<file path="src/rtl/pan_stream_tx.sv">
`default_nettype none
// ============================================================================
//  Module      : pan_stream_tx
//  Description : Transmit end of the PAN digit stream. Accepts one BCD PAN per
//                load, validates it, then emits start, one digit_valid pulse
//                per digit (GAP idle cycles apart), and pan_end/done. cancel
//                aborts the frame in progress.
//                Optional feature macro: LUHN_APPEND_EN. When defined,
//                pan_len_in is the payload length and a Luhn check digit is
//                appended as the final digit.
//  Revision    : 1.0  initial release
// ============================================================================
module pan_stream_tx #(
    parameter int GAP     = 0,
    parameter int MIN_LEN = 12,
    parameter int MAX_LEN = 19
) (
    input  logic        clk,
    input  logic        rst_n,
    input  logic        load,
    input  logic [75:0] pan_bcd_in,
    input  logic [4:0]  pan_len_in,
    input  logic        cancel,
    output logic        start,
    output logic        digit_valid,
    output logic [3:0]  digit_in,
    output logic        pan_end,
    output logic        abort,
    output logic        busy,
    output logic        done,
    output logic        load_err
);

    typedef enum logic [2:0] {
        S_IDLE  = 3'd0,
        S_START = 3'd1,
        S_DIGIT = 3'd2,
        S_GAP   = 3'd3,
        S_END   = 3'd4,
        S_ABORT = 3'd5
    } state_t;

    localparam logic [5:0] MIN_LEN_L = 6'(MIN_LEN);
    localparam logic [5:0] MAX_LEN_L = 6'(MAX_LEN);
    localparam logic [3:0] GAP_LAST  = (GAP > 0) ? 4'(GAP - 1) : 4'd0;

    state_t      state_q, state_d;
    logic [75:0] bcd_q, bcd_d;
    logic [4:0]  len_q, len_d;
    logic [4:0]  idx_q, idx_d;
    logic [3:0]  gap_q, gap_d;
    logic        start_q, start_d;
    logic        digit_valid_q, digit_valid_d;
    logic [3:0]  digit_in_q, digit_in_d;
    logic        pan_end_q, pan_end_d;
    logic        abort_q, abort_d;
    logic        busy_q, busy_d;
    logic        done_q, done_d;
    logic        load_err_q, load_err_d;

    logic [5:0]  load_total;
    logic [5:0]  frame_total;
    logic        load_digits_ok;
    logic [3:0]  next_digit;

`ifdef LUHN_APPEND_EN
    logic [3:0]  luhn_q, luhn_d;
    logic [3:0]  raw_digit;
    logic [3:0]  weighted_digit;
    logic [3:0]  check_digit;
    logic [4:0]  luhn_sum;
    logic [3:0]  luhn_next;

    assign load_total  = {1'b0, pan_len_in} + 6'd1;
    assign frame_total = {1'b0, len_q} + 6'd1;

    // Running Luhn sum and the digit to send next (payload or check digit)
    always_comb begin
        raw_digit = bcd_q[{idx_q, 2'b00} +: 4];
        // position p = len - idx is odd exactly when the low bits differ
        if (len_q[0] ^ idx_q[0]) begin
            if (raw_digit > 4'd4) begin
                weighted_digit = 4'({raw_digit, 1'b0} - 5'd9);
            end else begin
                weighted_digit = {raw_digit[2:0], 1'b0};
            end
        end else begin
            weighted_digit = raw_digit;
        end
        luhn_sum  = {1'b0, luhn_q} + {1'b0, weighted_digit};
        luhn_next = (luhn_sum >= 5'd10) ? 4'(luhn_sum - 5'd10) : luhn_sum[3:0];
        check_digit = (luhn_q == 4'd0) ? 4'd0 : 4'd10 - luhn_q;
        next_digit  = (idx_q == len_q) ? check_digit : raw_digit;
    end
`else
    assign load_total  = {1'b0, pan_len_in};
    assign frame_total = {1'b0, len_q};
    assign next_digit  = bcd_q[{idx_q, 2'b00} +: 4];
`endif

    // Every supplied digit must be BCD
    always_comb begin
        load_digits_ok = 1'b1;
        for (int i = 0; i < 19; i++) begin
            if ((5'(i) < pan_len_in) && (pan_bcd_in[4*i +: 4] > 4'd9)) begin
                load_digits_ok = 1'b0;
            end
        end
    end

    // Next-state and registered-output computation
    always_comb begin
        state_d       = state_q;
        bcd_d         = bcd_q;
        len_d         = len_q;
        idx_d         = idx_q;
        gap_d         = gap_q;
        start_d       = 1'b0;
        digit_valid_d = 1'b0;
        digit_in_d    = 4'd0;
        pan_end_d     = 1'b0;
        abort_d       = 1'b0;
        busy_d        = 1'b0;
        done_d        = 1'b0;
        load_err_d    = 1'b0;
`ifdef LUHN_APPEND_EN
        luhn_d        = luhn_q;
`endif
        case (state_q)
            S_IDLE: begin
                if (load && !cancel) begin
                    if ((load_total >= MIN_LEN_L) && (load_total <= MAX_LEN_L) && load_digits_ok) begin
                        state_d = S_START;
                        start_d = 1'b1;
                        busy_d  = 1'b1;
                        bcd_d   = pan_bcd_in;
                        len_d   = pan_len_in;
                        idx_d   = 5'd0;
                        gap_d   = 4'd0;
`ifdef LUHN_APPEND_EN
                        luhn_d  = 4'd0;
`endif
                    end else begin
                        load_err_d = 1'b1;
                    end
                end
            end
            S_START, S_DIGIT, S_GAP, S_END: begin
                busy_d = 1'b1;
                if (cancel) begin
                    state_d = S_ABORT;
                    abort_d = 1'b1;
                end else if (state_q == S_END) begin
                    state_d = S_IDLE;
                    busy_d  = 1'b0;
                end else if ((state_q == S_DIGIT) && ({1'b0, idx_q} == frame_total)) begin
                    state_d   = S_END;
                    pan_end_d = 1'b1;
                    done_d    = 1'b1;
                end else if ((state_q == S_DIGIT) && (GAP > 0)) begin
                    state_d = S_GAP;
                    gap_d   = GAP_LAST;
                end else if ((state_q == S_GAP) && (gap_q != 4'd0)) begin
                    gap_d = gap_q - 4'd1;
                end else begin
                    state_d       = S_DIGIT;
                    digit_valid_d = 1'b1;
                    digit_in_d    = next_digit;
                    idx_d         = idx_q + 5'd1;
`ifdef LUHN_APPEND_EN
                    luhn_d        = luhn_next;
`endif
                end
            end
            S_ABORT: begin
                state_d = S_IDLE;
            end
            default: begin
                state_d = S_IDLE;
            end
        endcase
    end

    // State and output registers; reset silently drops any frame
    always_ff @(posedge clk or negedge rst_n) begin
        if (!rst_n) begin
            state_q       <= S_IDLE;
            bcd_q         <= '0;
            len_q         <= '0;
            idx_q         <= '0;
            gap_q         <= '0;
            start_q       <= 1'b0;
            digit_valid_q <= 1'b0;
            digit_in_q    <= 4'd0;
            pan_end_q     <= 1'b0;
            abort_q       <= 1'b0;
            busy_q        <= 1'b0;
            done_q        <= 1'b0;
            load_err_q    <= 1'b0;
`ifdef LUHN_APPEND_EN
            luhn_q        <= 4'd0;
`endif
        end else begin
            state_q       <= state_d;
            bcd_q         <= bcd_d;
            len_q         <= len_d;
            idx_q         <= idx_d;
            gap_q         <= gap_d;
            start_q       <= start_d;
            digit_valid_q <= digit_valid_d;
            digit_in_q    <= digit_in_d;
            pan_end_q     <= pan_end_d;
            abort_q       <= abort_d;
            busy_q        <= busy_d;
            done_q        <= done_d;
            load_err_q    <= load_err_d;
`ifdef LUHN_APPEND_EN
            luhn_q        <= luhn_d;
`endif
        end
    end

    assign start       = start_q;
    assign digit_valid = digit_valid_q;
    assign digit_in    = digit_in_q;
    assign pan_end     = pan_end_q;
    assign abort       = abort_q;
    assign busy        = busy_q;
    assign done        = done_q;
    assign load_err    = load_err_q;

endmodule
`default_nettype wire
</file>
<file path="config.mk">
export PLATFORM = sky130hd
export DESIGN_NAME = pan_stream_tx
export DESIGN_NICKNAME = d
export VERILOG_FILES = /design/src/rtl/pan_stream_tx.sv
export SDC_FILE = /design/constraint.sdc
export NUM_CORES = 1
export LEC_CHECK = 0
export CORE_MARGIN = 10
export CORE_UTILIZATION = 35
export CTS_BUF_LIST = sky130_fd_sc_hd__clkbuf_8 sky130_fd_sc_hd__clkbuf_16
export CTS_CLUSTER_SIZE = 16
export DETAILED_ROUTE_END_ITERATION = 10
export PLACE_DENSITY = 0.61
export SLEW_MARGIN = 20
export SYNTH_ARGS = -nofsm -noshare
export SYNTH_HDL_FRONTEND = slang
export SYNTH_SLANG_ARGS = --single-unit
</file>
<file path="constraint.sdc">
create_clock -name clk -period 4.1 [get_ports clk]
set_input_delay 0.82 -clock clk [delete_from_list [all_inputs] [get_ports clk]]
set_output_delay 0.82 -clock clk [all_outputs]
set_load 0.01 [all_outputs]
</file>
==> metrics.md, run 1 <==
| Metric | Value |
|---|---|
| Hold Slack | `slightly below 500 ps` |
| Nets | `around 590` |
| Max VDD drop | `between 200 and 250 µV` |
| Final count of hold timing violations | `0` |
| Syn Nets | `504` |
| Worst Setup Start Kind | `input pin` |
| Data required, critical path | `around 4300 ps` |
| Maxcap violations | `0` |
| All-layer global routing usage | `roughly 14%` |
| Register area share after synthesis | `between 40% and 50%` |
| Most used cells in the layout excluding fill and tap cells | `dfrtp_1 (103), clkdlybuf4s50_1 (94), mux2_1 (57)` |
| Sink Count | `between 100 and 150` |
| Worst-Skew Late Latency | `around 350 ps` |
| CP Cell Sequence | `clkdlybuf4s50_1, nor4_2, o211ai_1, a221oi_2, nand3_1, nor4_4, buf_12, mux2_2` |
| WL met1 | `approximately 6.3 mm` |
| # Post-CTS Setup Buffers | `0` |
| Max Root-Sink Buffers | `2` |
| H-tree levels | `3` |
| Fin crit share | `a little over four fifths` |
| Power per cell area | `422.3 nW/µm²` |
| Reg2Reg Launch Point | `state_q[1]` |
| Vias in the first global route | `about 4000` |
| Rows | `44` |
| Met3 WL | `around 900 µm` |
| GR Overflow Total | `0` |
| Root Buffer | `clkbuf_16` |
| Crit end category | `flip-flop` |
| IO Port Bufs | `95` |
| First-pass GRT wire length | `around 22 mm` |
| Design Area, Final | `about 6700 µm²` |
| Total power | `around 2800 µW` |
| Most common cell after layout, fill and taps aside | `dfrtp_1` |
| Switch Pwr | `slightly below 900 µW` |
| Clock transition at path regs | `70 ps` |
| # setup viols final | `0` |
| Hpwl dp | `around 11 mm` |
| Max frequency | `between 200 and 300 MHz` |
| Pint | `between 1500 and 2000 µW` |
| Via count | `between 3000 and 4000` |
| Min Tclk post-route | `~3500 ps` |
| Core area | `14590 µm²` |
| RSZ-0062 raised after global routing | `false` |
| #FFs+latches synth | `103` |
| Post-synth EDFFs | `0` |
| Hold Crit Start | `bcd_q[31]` |
| Ports | `96` |
| Post-Syn Instances | `roughly 420` |
| Run status | `complete, no violations` |
| CP top delay family | `simple AND/OR/NAND/NOR gates` |
| N_diodes | `0` |
| Hold Crit Depth | `1` |
| CTS tree | `done` |
| Leak Pwr | `slightly above 0.003 µW` |
| Setup TNS | `0 ps` |
| Placed inst area | `roughly 6300 µm²` |
| Worst path max stage delay | `620 ps` |
| Post-Syn Area | `between 5000 and 6000 µm²` |
| Synth Warn # | `0` |
| Die width | `142.3 µm` |
| Arr. time, crit path | `approximately 3700 ps` |
| Initial drt markers | `about 280` |
| GPL Wtd Cong | `roughly 0.88` |
| Initial Utilization | `35.90%` |
| Die area | `between 20000 and 25000 µm²` |
| Crit Path Max Fanout | `55` |
| Worst-margin pin slew | `~1100 ps` |
| Final slew viol count | `0` |
| Detail Route Antenna Nets | `0` |
| Top FF cell, synth | `dfrtp_1` |
| Share of layout cells above drive strength 1 | `15.10%` |
| CP Buf/Inv Count | `2` |
| Setup CP Type | `input pin to flip-flop` |
| Logic pwr share | `between 20% and 30%` |
| Number of CTS-inserted buffers | `9` |
| Switching portion of total power | `between 30% and 40%` |
| Worst slew margin | `27.48%` |
| Pin count of the biggest net entering global routing | `between 80 and 90` |
| Hold Path Class | `flip-flop to flip-flop` |
| Metal2 WL | `about 6.5 mm` |
| Initial antenna violation count | `0` |
| Total wire length | `about 14 mm` |
| Worst r2r path cells | `6` |
| Reg-to-Reg End | `bcd_q[4]` |
| Syn Area/Cell | `between 10 and 15 µm²` |
| Vias per inst | `5.375` |
| Post-synth ARST share | `100.0%` |
| Slowest stage cell, crit path | `clkdlybuf4s50_1` |
| DR WL/cell | `20.04 µm` |
| Register share of total power | `roughly 44%` |
| Hold worst-path end | `bcd_q[31]` |
| Placed cells | `between 600 and 700` |
| Clock power frac | `a little under a third` |
| First drt pass iteration count | `4` |
| P&R area growth vs syn | `27.04%` |
| Remaining DRCs | `0` |
| Post-synth cell types | `~50` |
| Clock skew | `around 6.3 ps` |
| Height of the die | `about 140 µm` |
| Post_cts resized | `0` |
| Non-Filler Instances | `approximately 700` |
| Top sig layer | `met4` |
| Worst R2R Setup Slack | `roughly 1400 ps` |
| Hold buffer count at cts | `0` |
==> synth_stat cells, drive strengths merged, types with 4 or more instances <==
library cell / number / area share (%)
inv: 7 / 0.50
mux4: 20 / 8.6
o21ai: 32 / 3.1
a31oi: 5 / 0.60
dfrtp: 103 / 49
nand2: 19 / 1.4
o221ai: 5 / 0.84
mux2i: 4 / 0.76
nand3: 6 / 0.57
mux2: 81 / 17
a21oi: 14 / 1.3
clkbuf: 12 / 0.86
xor2: 7 / 1.2
nor2: 21 / 1.5
nor3: 4 / 0.38
o211ai: 9 / 1.3
nor2b: 5 / 0.60
buf: 16 / 2.5
==> cell type report <==
cell class	instances	area (µm²)
clock buffers	10	239.0
clock inverters	6	61.31
fillers	1324	7935
inverters	7	26.28
multi-input cells	278	2460
flip-flops and latches	103	2577
well taps	184	230.2
repair buffers	106	1060
==> stage by stage <==
stage | util (%) | setup slack, ps
finish | 45.61 | 617.9
global route | 45.61 | 501.9
CTS | 45.58 | 655.6
detailed placement | 43.52 | 285.5
global placement | 43.52 | 332.1
floorplan | - | 1257
==> power by group through the flow <==
stage	clock, µW	sequential (µW)	combinational (µW)
floorplan	0	1150	533
global placement	0	1250	710
detailed placement	0	1250	717
CTS	885	1230	719
global route	916	1250	792
finish	862	1230	715
==> worst max path at each step <==
stage	start	endpoint	slack, ps	cells after the start
floorplan	pan_len_in[1]	bcd_q[14]	1260	9
global placement	pan_len_in[3]	bcd_q[8]	330	8
detailed placement	pan_len_in[3]	bcd_q[4]	290	8
CTS	pan_len_in[1]	bcd_q[4]	660	8
global route	pan_len_in[1]	bcd_q[8]	500	8
finish	pan_len_in[1]	bcd_q[4]	620	8
==> layer usage <==
layer,global-route usage [%],up-vias
met4,4.579,0
met1,18.47,1879
li1,-,1723
met5,0,-
met3,3.805,14
met2,21.81,114
==> kinds of logic after synthesis <==
family                   count (synthesis)  synth area share (%)
AO/OA/AOI/OAI                           79                 9.388
XOR/XNOR                                10                 1.672
adder cells (fa/ha/maj)                  4                0.9079
buffers and inverters                   35                 3.822
flip-flops                             103                 49.21
multiplexers                           105                 26.78
AND/OR/NAND/NOR                         80                 8.218
==> registers in the layout (all words and copies together) (netlist names), 3 cells and up <==
register,flops
digit_in,4
state_q,3
idx_q,5
len_q,5
gap_q,4
bcd_q,76
==> worst reg2reg max path: cells and delay by family, from the launching register on <==
kind,cells,cell delay [ps]
and+or+nand+nor,4,1390
DFF,1,430
muxes,1,420
buffers and inverters,1,330
(Power assumes the default switching activity.)
==> run 2: changes to the inputs <==
PLACE_DENSITY = 0.63   (was 0.61)
clock period = 3.1 ns   (was 4.1 ns; I/O delays follow)
==> run 2 against run 1 <==
  * Clock power up 38%
  * Die area unchanged
  * Global-route usage is 0.46 points higher
  * Largest power group unchanged
  * Highest routed layer unchanged
  * Critical path type unchanged
  * Count of clock-buffer cells in the layout decreased by 1
  * Non-clock buffer count grew 35
  * Largest cell class unchanged
==> metrics.md, run 2 (synthesis results as in run 1) <==
| Metric | Value |
|---|---|
| Maxcap violations | `0 (unchanged)` |
| Total power | `3814 µW (+36%)` |
| Root Buffer | `clkbuf_16` |
| P&R area growth vs syn | `32.73%` |
| First-pass GRT wire length | `22.83 mm (+3.3%)` |
| Vias in the first global route | `4114 (+2.7%)` |
| DR WL/cell | `19.55 µm (-2.4%)` |
| Design Area, Final | `6952 µm² (+4.5%)` |
| Initial antenna violation count | `0 (unchanged)` |
| Non-Filler Instances | `727 (+4.8%)` |
| Worst-margin pin slew | `577.3 ps (-510.5 ps)` |
| Most common cell after layout, fill and taps aside | `dfrtp_1` |
| Crit Path Max Fanout | `17 (-69%)` |
| Die width | `142.3 µm (unchanged)` |
| Final count of hold timing violations | `0 (unchanged)` |
| Core area | `14590 µm² (unchanged)` |
| Min Tclk post-route | `roughly 3000 ps` |
| Most used cells in the layout excluding fill and tap cells | `dfrtp_1 (103), clkdlybuf4s50_1 (94), mux2_1 (57)` |
| CTS tree | `done` |
| Height of the die | `142.3 µm (unchanged)` |
| Filler cells | `1271 (-4.0%)` |
| IO Port Bufs | `95 (unchanged)` |
| First drt pass iteration count | `4 (unchanged)` |
| Initial Utilization | `35.90% (unchanged)` |
| Placed cells | `713 (+5.2%)` |
| Sink Count | `103 (unchanged)` |
| Max frequency | `336.4 MHz` |
| Number of CTS-inserted buffers | `9 (unchanged)` |
| Run status | `complete, no violations` |
| Worst Setup Start Kind | `input pin` |
| Worst path max stage delay | `520 ps (-100 ps)` |
| Ports | `96 (unchanged)` |
| Clock transition at path regs | `70 ps (about the same)` |
| Total wire length | `14.21 mm (+2.2%)` |
| CP Cell Sequence | `clkdlybuf4s50_1, buf_4, nor3_1, buf_4, maj3_1, a22o_1, nand2_1, nor4_4, buf_4, buf_12, mux2_1` |
| Max Root-Sink Buffers | `2 (unchanged)` |
| Hpwl dp | `10.86 mm (+2.9%)` |
| Max reg flops | `76 (unchanged)` |
| CP top delay family | `buffers and inverters` |
| Vias per inst | `5.267 (-2.0%)` |
| Hold Slack | `305.3 ps (-177.5 ps)` |
| Pin count of the biggest net entering global routing | `104 (+22%)` |
| Placed inst area | `6638 µm² (+4.5%)` |
| Setup CP Type | `input pin to flip-flop` |
| Die area | `20260 µm² (unchanged)` |
| Max VDD drop | `230.6 µV (+1.8%)` |
| Hold buffer count at cts | `0 (unchanged)` |
| Clock skew | `5.987 ps (-0.2690 ps)` |
| Rows | `44 (unchanged)` |
| Worst slew margin | `61.51% (+34 points)` |
| Worst-Skew Late Latency | `350 ps (about the same)` |
| Nets | `628 (+5.9%)` |
| Leak Pwr | `0.003211 µW (+6.2%)` |
| Slowest stage cell, crit path | `clkdlybuf4s50_1` |
| Power per cell area | `548.7 nW/µm² (+30%)` |
| Final slew viol count | `0 (unchanged)` |
| CP Buf/Inv Count | `5 (+3)` |
| Detail Route Antenna Nets | `0 (unchanged)` |
| Largest regs | `bcd_q x76, idx_q x5, len_q x5` |
| Share of layout cells above drive strength 1 | `20.44% (+5.3 points)` |
| H-tree levels | `3 (unchanged)` |
| Data required, critical path | `3330 ps (-1010 ps)` |
| Arr. time, crit path | `3200 ps (-520 ps)` |
| Remaining DRCs | `0 (unchanged)` |
| N_diodes | `0 (unchanged)` |
| Most used cell, CP | `buf_4` |
| Via count | `3829 (+2.7%)` |
| GPL Wtd Cong | `0.9229 (+4.9%)` |
| Fin crit share | `95.88%` |
| Crit end category | `flip-flop` |
| Hold Path Class | `input pin to async pin` |
| Top reg by flops | `bcd_q` |
| All-layer global routing usage | `14.46% (+0.46 points)` |
| Initial drt markers | `327 (+18%)` |
| Core Util, Final | `47.65% (+2.0 points)` |
| # setup viols final | `0 (unchanged)` |
| GR Overflow Total | `0 (unchanged)` |
[run 2: changes by cell type in the layout (fill, tap and decap cells not counted), sizes merged]
cell / delta
clkinvlp: -2
bufinv: +1
clkbuf: -1
buf: +35
[run 2: worst paths after layout]
path | start | cells past startpoint | endpoint | slack (ps)
setup reg to reg | state_q[1] | 7 | bcd_q[41] | 630
hold reg to reg | bcd_q[58] | 1 | bcd_q[58] | 480
setup / recovery | pan_len_in[1] | 11 | bcd_q[41] | 130
hold / removal | rst_n | 2 | bcd_q[66] | 310
min in group clk | bcd_q[58] | 1 | bcd_q[58] | 480
max in group asynchronous | rst_n | 2 | bcd_q[4] | 2330
[run 2: where the power goes]
group	internal, µW	total (µW)	switching [µW]
Combinational	509	1090	577
Sequential	1440	1540	103
Clock	694	1190	492
Total	2640	3810	1170
[run 2: area by class of cell]
class / instances / area (µm²) / area share (%)
clock buffers: 9 / 225.2 / 3.240
clock inverters: 5 / 76.32 / 1.098
inverters: 7 / 26.28 / 0.3780
multi-input cells: 278 / 2465 / 35.46
flip-flops and latches: 103 / 2577 / 37.08
well taps: 184 / 230.2 / 3.312
repair buffers: 141 / 1351 / 19.44
[run 2: per-layer routing]
metal / part of all wire, % / vias up / wire [µm] / global-route usage (%)
met5: 0 / - / 0 / 0
met4: 2.1 / 0 / 293 / 5.857
met3: 5.3 / 15 / 752 / 3.204
met2: 47 / 107 / 6675 / 22.22
met1: 46 / 1917 / 6491 / 19.33
li1: - / 1790 / - / -
[run 2: timing repair]
item                       in CTS  in global routing
gates resized for setup         0                  3
setup buffers                   0                  0
setup endpoints to repair       0                 83
[run 2: metrics by stage]
| step | setup slack, ps | TNS, ps |
|---|---|---|
| 3_5_place_dp | -351.6 | -25360 |
| 2_1_floorplan | 456.6 | 0 |
| 4_1_cts | 23.98 | 0 |
| 5_1_grt | -19.99 | -51.23 |
| 6_report | 127.7 | 0 |
| 3_3_place_gp | -225.2 | -16060 |
